**src/rtl/mem_stage_ahb_if.sv**
```systemverilog
// AHB-Lite data-port bundle between the memory stage (master) and the data-bus slave.
interface mem_stage_ahb_if;
  logic [31:0] HADDR_D;
  logic [31:0] HWDATA_D;
  logic        HWRITE_D;
  logic        HMASTLOCK_D;
  logic [2:0]  HSIZE_D;
  logic [2:0]  HBURST_D;
  logic [1:0]  HTRANS_D;
  logic [3:0]  HPROT_D;
  logic [31:0] HRDATA_D;
  logic        HREADY_D;
  logic        HRESP_D;

  modport master (
    output HADDR_D, HWDATA_D, HWRITE_D, HMASTLOCK_D, HSIZE_D, HBURST_D, HTRANS_D, HPROT_D,
    input  HRDATA_D, HREADY_D, HRESP_D
  );

  modport slave (
    input  HADDR_D, HWDATA_D, HWRITE_D, HMASTLOCK_D, HSIZE_D, HBURST_D, HTRANS_D, HPROT_D,
    output HRDATA_D, HREADY_D, HRESP_D
  );
endinterface

```
**src/rtl/mem_stage_ahb.sv**
```systemverilog
// Pipeline memory stage: issues single AHB-Lite transfers for loads/stores and
// produces one write-back strobe per accepted request (results or traps).
module mem_stage_ahb #(
  parameter logic [3:0] HPROT_VAL   = 4'b0001,
  parameter int         CHECK_ALIGN = 1,
  parameter int         CNT_W       = 32
) (
  input  logic             CLK,
  input  logic             RST,
  input  logic             in_valid,
  output logic             in_ready,
  input  logic [31:0]      in_pc,
  input  logic [31:0]      in_inst,
  input  logic [31:0]      in_alu,
  input  logic [31:0]      in_rs2,
  input  logic [31:0]      in_csr_data,
  input  logic [4:0]       in_rd,
  input  logic             in_is_load,
  input  logic             in_is_store,
  input  logic             in_is_sys,
  mem_stage_ahb_if.master  ahb,
  output logic             wb_valid,
  output logic [31:0]      wb_pc,
  output logic [31:0]      wb_inst,
  output logic [31:0]      wb_data,
  output logic [4:0]       wb_rd,
  output logic             wb_exc,
  output logic [3:0]       wb_cause,
  output logic [CNT_W-1:0] wait_cnt
);
  typedef enum logic [1:0] {ST_IDLE = 2'd0, ST_ADDR = 2'd1, ST_DATA = 2'd2, ST_ERR = 2'd3} state_t;

  localparam logic [1:0] HTRANS_IDLE   = 2'b00;
  localparam logic [1:0] HTRANS_NONSEQ = 2'b10;

  state_t           state_r;
  logic             ready_r;
  logic [31:0]      haddr_r, hwdata_r, alu_r, pc_r, inst_r;
  logic [4:0]       rd_r;
  logic             hwrite_r;
  logic [2:0]       hsize_r;
  logic [1:0]       htrans_r;
  logic             wb_valid_r, wb_exc_r;
  logic [3:0]       wb_cause_r;
  logic [31:0]      wb_pc_r, wb_inst_r, wb_data_r;
  logic [4:0]       wb_rd_r;
  logic [CNT_W-1:0] wait_cnt_r;
  logic             is_mem_s, misaligned_s;

  function automatic logic is_misaligned(input logic [1:0] size, input logic [1:0] lo);
    case (size)
      2'b01:   is_misaligned = lo[0];
      2'b10:   is_misaligned = (lo != 2'b00);
      default: is_misaligned = 1'b0;
    endcase
  endfunction

  function automatic logic [31:0] align_addr(input logic [1:0] size, input logic [31:0] addr);
    case (size)
      2'b01:   align_addr = {addr[31:1], 1'b0};
      2'b10:   align_addr = {addr[31:2], 2'b00};
      default: align_addr = addr;
    endcase
  endfunction

  function automatic logic [31:0] store_lanes(input logic [1:0] size, input logic [31:0] rs2);
    case (size)
      2'b00:   store_lanes = {4{rs2[7:0]}};
      2'b01:   store_lanes = {2{rs2[15:0]}};
      default: store_lanes = rs2;
    endcase
  endfunction

  // The byte lane is selected by the transfer address, then sign/zero extended by funct3.
  function automatic logic [31:0] load_extract(input logic [2:0] f3, input logic [1:0] lo,
                                               input logic [31:0] rdata);
    logic [31:0] lane;
    lane = rdata >> {lo, 3'b000};
    case (f3)
      3'b000:  load_extract = {{24{lane[7]}}, lane[7:0]};
      3'b001:  load_extract = {{16{lane[15]}}, lane[15:0]};
      3'b100:  load_extract = {24'h000000, lane[7:0]};
      3'b101:  load_extract = {16'h0000, lane[15:0]};
      default: load_extract = lane;
    endcase
  endfunction

  assign is_mem_s     = in_is_load | in_is_store;
  assign misaligned_s = (CHECK_ALIGN != 0) && is_misaligned(in_inst[13:12], in_alu[1:0]);

  // Request sequencing FSM with all bus and write-back outputs registered.
  always_ff @(posedge CLK) begin
    if (RST) begin
      state_r    <= ST_IDLE;
      ready_r    <= 1'b1;
      haddr_r    <= 32'h0;
      hwdata_r   <= 32'h0;
      hwrite_r   <= 1'b0;
      hsize_r    <= 3'b000;
      htrans_r   <= HTRANS_IDLE;
      alu_r      <= 32'h0;
      pc_r       <= 32'h0;
      inst_r     <= 32'h0;
      rd_r       <= 5'd0;
      wb_valid_r <= 1'b0;
      wb_exc_r   <= 1'b0;
      wb_cause_r <= 4'd0;
      wb_pc_r    <= 32'h0;
      wb_inst_r  <= 32'h0;
      wb_data_r  <= 32'h0;
      wb_rd_r    <= 5'd0;
    end else begin
      wb_valid_r <= 1'b0;
      case (state_r)
        ST_IDLE: begin
          if (in_valid) begin
            pc_r      <= in_pc;
            inst_r    <= in_inst;
            rd_r      <= in_rd;
            alu_r     <= in_alu;
            wb_pc_r   <= in_pc;
            wb_inst_r <= in_inst;
            wb_rd_r   <= in_rd;
            if (!is_mem_s) begin
              wb_valid_r <= 1'b1;
              wb_exc_r   <= 1'b0;
              wb_cause_r <= 4'd0;
              wb_data_r  <= in_is_sys ? in_csr_data : in_alu;
            end else if (misaligned_s) begin
              wb_valid_r <= 1'b1;
              wb_exc_r   <= 1'b1;
              wb_cause_r <= in_is_store ? 4'd6 : 4'd4;
              wb_data_r  <= in_alu;
            end else begin
              haddr_r  <= (CHECK_ALIGN != 0) ? in_alu : align_addr(in_inst[13:12], in_alu);
              hwrite_r <= in_is_store;
              hsize_r  <= {1'b0, in_inst[13:12]};
              hwdata_r <= store_lanes(in_inst[13:12], in_rs2);
              htrans_r <= HTRANS_NONSEQ;
              ready_r  <= 1'b0;
              state_r  <= ST_ADDR;
            end
          end
        end
        ST_ADDR: begin
          if (ahb.HREADY_D) begin
            htrans_r <= HTRANS_IDLE;
            state_r  <= ST_DATA;
          end
        end
        ST_DATA: begin
          if (ahb.HRESP_D && !ahb.HREADY_D) begin
            state_r <= ST_ERR;
          end else if (ahb.HREADY_D) begin
            // An ERROR response seen with HREADY high still terminates the transfer as a fault.
            wb_valid_r <= 1'b1;
            wb_pc_r    <= pc_r;
            wb_inst_r  <= inst_r;
            wb_rd_r    <= rd_r;
            wb_exc_r   <= ahb.HRESP_D;
            wb_cause_r <= ahb.HRESP_D ? (hwrite_r ? 4'd7 : 4'd5) : 4'd0;
            wb_data_r  <= (hwrite_r || ahb.HRESP_D) ? alu_r
                          : load_extract(inst_r[14:12], haddr_r[1:0], ahb.HRDATA_D);
            ready_r    <= 1'b1;
            state_r    <= ST_IDLE;
          end
        end
        ST_ERR: begin
          if (ahb.HREADY_D) begin
            wb_valid_r <= 1'b1;
            wb_pc_r    <= pc_r;
            wb_inst_r  <= inst_r;
            wb_rd_r    <= rd_r;
            wb_exc_r   <= 1'b1;
            wb_cause_r <= hwrite_r ? 4'd7 : 4'd5;
            wb_data_r  <= alu_r;
            ready_r    <= 1'b1;
            state_r    <= ST_IDLE;
          end
        end
        default: begin
          htrans_r <= HTRANS_IDLE;
          ready_r  <= 1'b1;
          state_r  <= ST_IDLE;
        end
      endcase
    end
  end

  // Saturating count of address/data-phase cycles stretched by the slave.
  always_ff @(posedge CLK) begin
    if (RST) begin
      wait_cnt_r <= {CNT_W{1'b0}};
    end else if ((state_r == ST_ADDR || state_r == ST_DATA) && !ahb.HREADY_D
                 && (wait_cnt_r != {CNT_W{1'b1}})) begin
      wait_cnt_r <= wait_cnt_r + {{(CNT_W-1){1'b0}}, 1'b1};
    end
  end

  assign in_ready        = ready_r;
  assign ahb.HADDR_D     = haddr_r;
  assign ahb.HWDATA_D    = hwdata_r;
  assign ahb.HWRITE_D    = hwrite_r;
  assign ahb.HSIZE_D     = hsize_r;
  assign ahb.HTRANS_D    = htrans_r;
  assign ahb.HBURST_D    = 3'b000;
  assign ahb.HMASTLOCK_D = 1'b0;
  assign ahb.HPROT_D     = HPROT_VAL;
  assign wb_valid        = wb_valid_r;
  assign wb_pc           = wb_pc_r;
  assign wb_inst         = wb_inst_r;
  assign wb_data         = wb_data_r;
  assign wb_rd           = wb_rd_r;
  assign wb_exc          = wb_exc_r;
  assign wb_cause        = wb_cause_r;
  assign wait_cnt        = wait_cnt_r;
endmodule

```
**src/flat_wrapper.sv**
```systemverilog
// flat-port wrapper written by rule: the top's interface ports become plain ports
module mem_stage_ahb_flat 
#(
  parameter logic [3:0] HPROT_VAL   = 4'b0001,
  parameter int         CHECK_ALIGN = 1,
  parameter int         CNT_W       = 32
)
  (CLK, RST, in_valid, in_ready, in_pc, in_inst, in_alu, in_rs2, in_csr_data, in_rd, in_is_load, in_is_store, in_is_sys, wb_valid, wb_pc, wb_inst, wb_data, wb_rd, wb_exc, wb_cause, wait_cnt, ahb_HADDR_D, ahb_HWDATA_D, ahb_HWRITE_D, ahb_HMASTLOCK_D, ahb_HSIZE_D, ahb_HBURST_D, ahb_HTRANS_D, ahb_HPROT_D, ahb_HRDATA_D, ahb_HREADY_D, ahb_HRESP_D);
  mem_stage_ahb_if ahb_i ();
  input  logic CLK;
  input  logic RST;
  input  logic in_valid;
  output logic in_ready;
  input  logic [31:0] in_pc;
  input  logic [31:0] in_inst;
  input  logic [31:0] in_alu;
  input  logic [31:0] in_rs2;
  input  logic [31:0] in_csr_data;
  input  logic [4:0] in_rd;
  input  logic in_is_load;
  input  logic in_is_store;
  input  logic in_is_sys;
  output logic wb_valid;
  output logic [31:0] wb_pc;
  output logic [31:0] wb_inst;
  output logic [31:0] wb_data;
  output logic [4:0] wb_rd;
  output logic wb_exc;
  output logic [3:0] wb_cause;
  output logic [CNT_W-1:0] wait_cnt;
  output wire logic [$bits(ahb_i.HADDR_D)-1:0] ahb_HADDR_D;
  output wire logic [$bits(ahb_i.HWDATA_D)-1:0] ahb_HWDATA_D;
  output wire logic [$bits(ahb_i.HWRITE_D)-1:0] ahb_HWRITE_D;
  output wire logic [$bits(ahb_i.HMASTLOCK_D)-1:0] ahb_HMASTLOCK_D;
  output wire logic [$bits(ahb_i.HSIZE_D)-1:0] ahb_HSIZE_D;
  output wire logic [$bits(ahb_i.HBURST_D)-1:0] ahb_HBURST_D;
  output wire logic [$bits(ahb_i.HTRANS_D)-1:0] ahb_HTRANS_D;
  output wire logic [$bits(ahb_i.HPROT_D)-1:0] ahb_HPROT_D;
  input wire logic [$bits(ahb_i.HRDATA_D)-1:0] ahb_HRDATA_D;
  input wire logic [$bits(ahb_i.HREADY_D)-1:0] ahb_HREADY_D;
  input wire logic [$bits(ahb_i.HRESP_D)-1:0] ahb_HRESP_D;
  assign ahb_HADDR_D = ahb_i.HADDR_D;
  assign ahb_HWDATA_D = ahb_i.HWDATA_D;
  assign ahb_HWRITE_D = ahb_i.HWRITE_D;
  assign ahb_HMASTLOCK_D = ahb_i.HMASTLOCK_D;
  assign ahb_HSIZE_D = ahb_i.HSIZE_D;
  assign ahb_HBURST_D = ahb_i.HBURST_D;
  assign ahb_HTRANS_D = ahb_i.HTRANS_D;
  assign ahb_HPROT_D = ahb_i.HPROT_D;
  assign ahb_i.HRDATA_D = ahb_HRDATA_D;
  assign ahb_i.HREADY_D = ahb_HREADY_D;
  assign ahb_i.HRESP_D = ahb_HRESP_D;
  mem_stage_ahb #(.HPROT_VAL(HPROT_VAL), .CHECK_ALIGN(CHECK_ALIGN), .CNT_W(CNT_W)) u_core (.CLK(CLK), .RST(RST), .in_valid(in_valid), .in_ready(in_ready), .in_pc(in_pc), .in_inst(in_inst), .in_alu(in_alu), .in_rs2(in_rs2), .in_csr_data(in_csr_data), .in_rd(in_rd), .in_is_load(in_is_load), .in_is_store(in_is_store), .in_is_sys(in_is_sys), .ahb(ahb_i), .wb_valid(wb_valid), .wb_pc(wb_pc), .wb_inst(wb_inst), .wb_data(wb_data), .wb_rd(wb_rd), .wb_exc(wb_exc), .wb_cause(wb_cause), .wait_cnt(wait_cnt));
endmodule
```
**config.mk**
```make
export PLATFORM = sky130hd
export DESIGN_NAME = mem_stage_ahb_flat
export DESIGN_NICKNAME = d
export VERILOG_FILES = /design/src/rtl/mem_stage_ahb_if.sv /design/src/rtl/mem_stage_ahb.sv /design/src/flat_wrapper.sv
export SDC_FILE = /design/constraint.sdc
export NUM_CORES = 1
export LEC_CHECK = 0
export ABC_CLOCK_PERIOD_IN_PS = 2800
export CAP_MARGIN = 5
export CORE_ASPECT_RATIO = 0.9
export CORE_MARGIN = 2
export CORE_UTILIZATION = 43
export DETAILED_ROUTE_END_ITERATION = 12
export GPL_TIMING_DRIVEN = 0
export PLACE_DENSITY = 0.8
export SLEW_MARGIN = 20
export SYNTH_ARGS = -nofsm -noshare
export SYNTH_HDL_FRONTEND = slang
export SYNTH_SLANG_ARGS = --single-unit
```
**constraint.sdc**
```tcl
create_clock -name CLK -period 2.8 [get_ports CLK]
set_clock_uncertainty 0.05 [all_clocks]
set_input_delay 0.56 -clock CLK [delete_from_list [all_inputs] [get_ports CLK]]
set_output_delay 0.56 -clock CLK [all_outputs]
set_load 0.005 [all_outputs]
```
[After elaboration in Yosys (flattened, before gate mapping)]
Cells that the tools add are included.
Cells by class
  reduce and logical (&&, ||, !) cells: 19
  add/sub/neg operators: 1
  muxes and demuxes: 65
  shifts and indexed selects: 1
  equal/unequal tests: 17
  bitwise operators: 2
Operator list (number)
  $mux W32: 14
  $pmux W32 S3: 3
  $pmux W32 S4: 1
  $pmux W32 S2: 1
  $add A32 B1 Y32 const B: 1
  $ne A32 B32 Y1 const B: 1
  $shr A32 B5 Y32: 1
  $mux W4: 7
  $mux W2: 12
  $mux W1: 16
  $mux W5: 3
  $pmux W5 S3: 1
  $ne A2 B2 Y1 const B: 6
  $pmux W4 S3: 1
  $reduce_and A5 Y1: 2
  $pmux W1 S3: 3
  $pmux W2 S4: 1
  $reduce_and A4 Y1: 2
  $eq A2 B2 Y1 const B: 3
  $eq A3 B3 Y1 const B: 2
  $reduce_and A6 Y1: 1
  $eq A2 B1 Y1 const B: 2
  $logic_not A2 Y1: 2
  $pmux W2 S2: 1
  other kinds (14): 18
Storage, ports and cells
  output and inout bits: 218
  register bits after elaboration: 312
  bits of input ports: 205
  word-level logic and storage cells: 124

[Longest topological paths before layout]
  word-level depth: 6
  gate-level depth with buffers: 11
  mapped depth without buffers: 7

[Least setup slack after synthesis]
OpenSTA, ideal clock, no wires.
  kind: input to register
  from: input port in_inst[13]
  to: register u_core.haddr_r[0] (netlist: u_core.ahb.HADDR_D[0])
  required time: 2.680 ns
  data arrival time: 2.556 ns
  stages on the path: 11
  path buffers: 4
  setup time: 0.070 ns
  path slack: 0.123 ns
  path through: buf_1 > inv_1 > ha_1 > buf_2 > o21ai_0 > a21boi_0 > nor3_1 > buf_2 > buf_1 > nand2_1 > a21oi_1
Between the ends
  longest elaborated chain between the ends: 4
  elaborated cells on any way between the ends: 5
  those cells by class: eq/ne: 2; mux: 1; bitwise: 1; reduce/logical: 1
RTL lines
  start: declaration: line flat_wrapper.sv:15  | input logic [31:0] in_inst;
  $eq A2 B2 Y1 or $eq A2 B1 Y1 (tied branches)
  $pmux W1 S2 (*): line mem_stage_ahb.sv:51  | case (size)
  $not A1 Y1 (no line) (*)
  $reduce_and A4 Y1 (no line) (*)
  end signal: assignment: line mem_stage_ahb.sv:135  | haddr_r <= (CHECK_ALIGN != 0) ? in_alu : align_addr(in_inst[13:12], in_alu);
  end: declaration: line mem_stage_ahb.sv:38  | logic [31:0] haddr_r, hwdata_r, alu_r, pc_r, inst_r;
Mark *: on every way between the ends. The rest lies on a longest branch, timed or not.
A chain may end at the register's enable or synchronous reset.

[Worst setup path after layout]
  from: input port in_inst[13]
  to: register u_core.haddr_r[7] (netlist: u_core.ahb.HADDR_D[7])
The elaborated chain is that of the path after synthesis.

==> results.toml <==
[outcome]
status = "finished clean"

[timing]
max_slew_margin_pct = 31.5
setup_viol = 0
slew_viol_final = 0
hold_violations = 0
setup_ws_ps = 162
fin_crit_sh_pct = 94.2
rsz0062_at_grt = "false"
tightest_slew_ps = 1020
period_needed_ps = 2640
max_clock_freq_ghz = 0.379

[critical_path]
cp_data_required_time_ps = 3180
cp_cell_sequence = "dlygate4sd2_1 > buf_6 > inv_1 > ha_1 > buf_2 > o21ai_0 > a21boi_2 > nor3_2 > buf_6 > clkbuf_4 > nand2_1 > a21oi_1"
cpMostUsedCell = "buf_6"
critical_path.endpoint_type = "flip-flop"
cpPeakStageDelay_ps = 390
cp_slowest_cell = "dlygate4sd2_1"
startpoint_type = "input port"
cp.arrival_ps = 3020
cp_max_fo = 10
cp_top_family = "buffers and inverters"
critical_path_class = "input port to flip-flop"
critPathBufInv = 6

[yosys]
synth_area_leaders = "dfxtp_1 45%, nand2_1 12%, a21oi_1 7.9%"
synth.largest_area_cell = "dfxtp_1"
ys_warn_count = 0
synth_cells = 1741
netlist.area_leader.share_pct = 44.8
synthArstFlopShare_pct = 0
synth_area_per_cell_um2 = 7.92
synth-edff-count = 0
seq_area_frac_synth_pct = 44.8
synth_cell_types = 57
synth-main-ff-cell = "dfxtp_1"
synth_seq_cells = 309
syn_area_um2 = 13800

[drt]
firstDrtPassIters = 5
via_count = 14800
wl_per_cell_um = 20.8
vias_per_cell = 5.62
ant_nets = 0
drc = 0
drt_iter0_markers = 1110
wl_um = 54800

[cells_and_area]
finalInstanceArea_um2 = 19700
drive_above_1_share_pct = 6.26
nFillCells = 2726
area_growth_pct = 43.1
layout.nets = 2409

[clocking]
clock_latency_ps = 510
clk_path_buf_depth = 3
clkTransAtPathRegs_ps = 60
cts_setup_buffers = 0
htree_levels = 2
cts_num_sinks = 309
cts_tree = "done"
cts_made_buffers = 35
cts_root_buffer = "clkbuf_16"
postCtsHoldBufs = 0

[floorplanning]
ios = 423
die_w_um = 193
rows = 62
dieArea_um2 = 33500
start_util_pct = 43.5
coreArea_um2 = 31700
die_h_um = 174

[place]
io_buffers = 411
routabilityCongestion = 0.971
pre_cts_ws_ps = -1670
dp_hpwl_um = 41500
dpl-instance-area_um2 = 18500

[power]
totalPowerFinal_w = 0.0172
power.density_nw_per_um2 = 871
power_leakage_nw = 7.28
peakVddDrop_v = 0.000577

[global_route]
grt_util_all_layers_pct = 31.7
antenna_found_initial = 1
grt_pass1_vias = 14500
grt_pass1_wl_um = 82400
grt.overflow.total = 0
grt_start_max_net_pins = 15

[flow_run]
maxCapViolCount = 0

[min_path]
hp-class = "flip-flop to flip-flop"
cell usage in the layout, fill, tap and decap left out, drive strengths merged, types with 12 or more instances in the layout:
cell           count
a211oi            33
a21oi            217
a311oi            96
buf               58
clkbuf           142
clkdlybuf4s50    409
dfxtp            309
mux2i             57
nand2            442
nand4             12
nor2             179
nor2b             13
o21ai             44
o221ai            16
or3               22
registers in the layout (all words and copies together), names as in the netlist, 2 cells and up:
name and count:
u_core.state_r 2, u_core.wb_rd 5, u_core.wb_data 32, u_core.wb_pc 32, u_core.ahb.HWDATA_D 32, u_core.ahb.HADDR_D 32
u_core.wb_inst 32, u_core.pc_r 32, u_core.rd_r 5, u_core.ahb.HSIZE_D 2, u_core.wb_cause 3, u_core.inst_r 32
u_core.alu_r 32, u_core.wait_cnt 32
final cells by class:
cell class | instances | area, µm² | area share (%)
antenna | 1 | 2.50 | 0.0127
buffer | 152 | 734 | 3.72
clock buffer | 48 | 1030 | 5.20
clock inverter | 14 | 198 | 1.00
inverter | 10 | 37.5 | 0.190
multi-input combinational | 1276 | 6920 | 35.0
sequential | 309 | 6190 | 31.3
tap | 416 | 520 | 2.64
timing repair buffer | 411 | 4120 | 20.8
worst reg2reg max path, delay by kind of cell (launching register included):
kind / cells / cell delay (ps)
flops: 1 / 410
fa+ha+maj: 1 / 280
buf+inv: 4 / 770
simple gates: 1 / 320
compound gates: 3 / 620
worst paths after layout:
kind              slack [ps]  cells after the start                                 from                                  end
hold / removal           400                      2  u_core.ahb.HADDR_D[12]$_SDFFE_PP0P_  u_core.ahb.HADDR_D[12]$_SDFFE_PP0P_
hold reg to reg          400                      2  u_core.ahb.HADDR_D[12]$_SDFFE_PP0P_  u_core.ahb.HADDR_D[12]$_SDFFE_PP0P_
setup / recovery         160                     12                          in_inst[13]   u_core.ahb.HADDR_D[7]$_SDFFE_PP0P_
setup reg to reg         230                      9       u_core.state_r[0]$_SDFFE_PP0P_      u_core.wb_data[29]$_SDFFE_PP0P_
logic make-up (layout without fill, tap and decap cells):
group           count (synthesis)  in the layout  synth area share, %
simple gates                  725            725                 22.0
compound gates                464            464                 21.9
fa+ha+maj                       9              9                0.816
flops                         309            309                 44.8
buf+inv                       165            635                 5.40
xor+xnor                        5              5                0.317
mux                            62             62                 4.63
other cells                     2             12               0.0544
metal layers:
metal,track usage (%),wire (µm),part of all wire (%),up-vias
met5,0,0,0,-
met4,12.8,2210,4.0,0
met3,7.03,5260,9.6,139
met2,51.5,25100,46,716
met1,40.7,22200,40,7002
li1,-,-,-,6976
through the flow:
| stage | hold WS (ps) | util, % | TNS, ps | cells |
|---|---|---|---|---|
| finish | 403 | 62.2 | 0 | 2637 |
| global route | 421 | 62.2 | 0 | 2637 |
| CTS | 402 | 62.1 | 0 | 2637 |
| detailed placement | 395 | 58.2 | -181520 | 2577 |
| global placement | 391 | 58.2 | -164800 | 2577 |
| floorplan | 383 | - | 0 | 1750 |
synthesized netlist by cell type (16+ instances only):
master	instances
buf_2	33
or3_1	22
a21oi_1	217
dfxtp_1	309
a311oi_1	96
clkbuf_1	94
nor2_1	179
mux2i_1	57
o221ai_1	16
a211oi_1	33
nand2_1	442
o21ai_0	43
power by group:
part           switching (W)  internal (W)
combinational        0.00344       0.00283
clock                0.00187       0.00303
sequential          0.000618       0.00541
timing repair:
item	4_1_cts	5_1_grt
endpoints found under the setup margin	191	161
pin swaps	0	1
gates cloned	0	0
resized for setup	15	22
(Power assumes the default switching activity.)
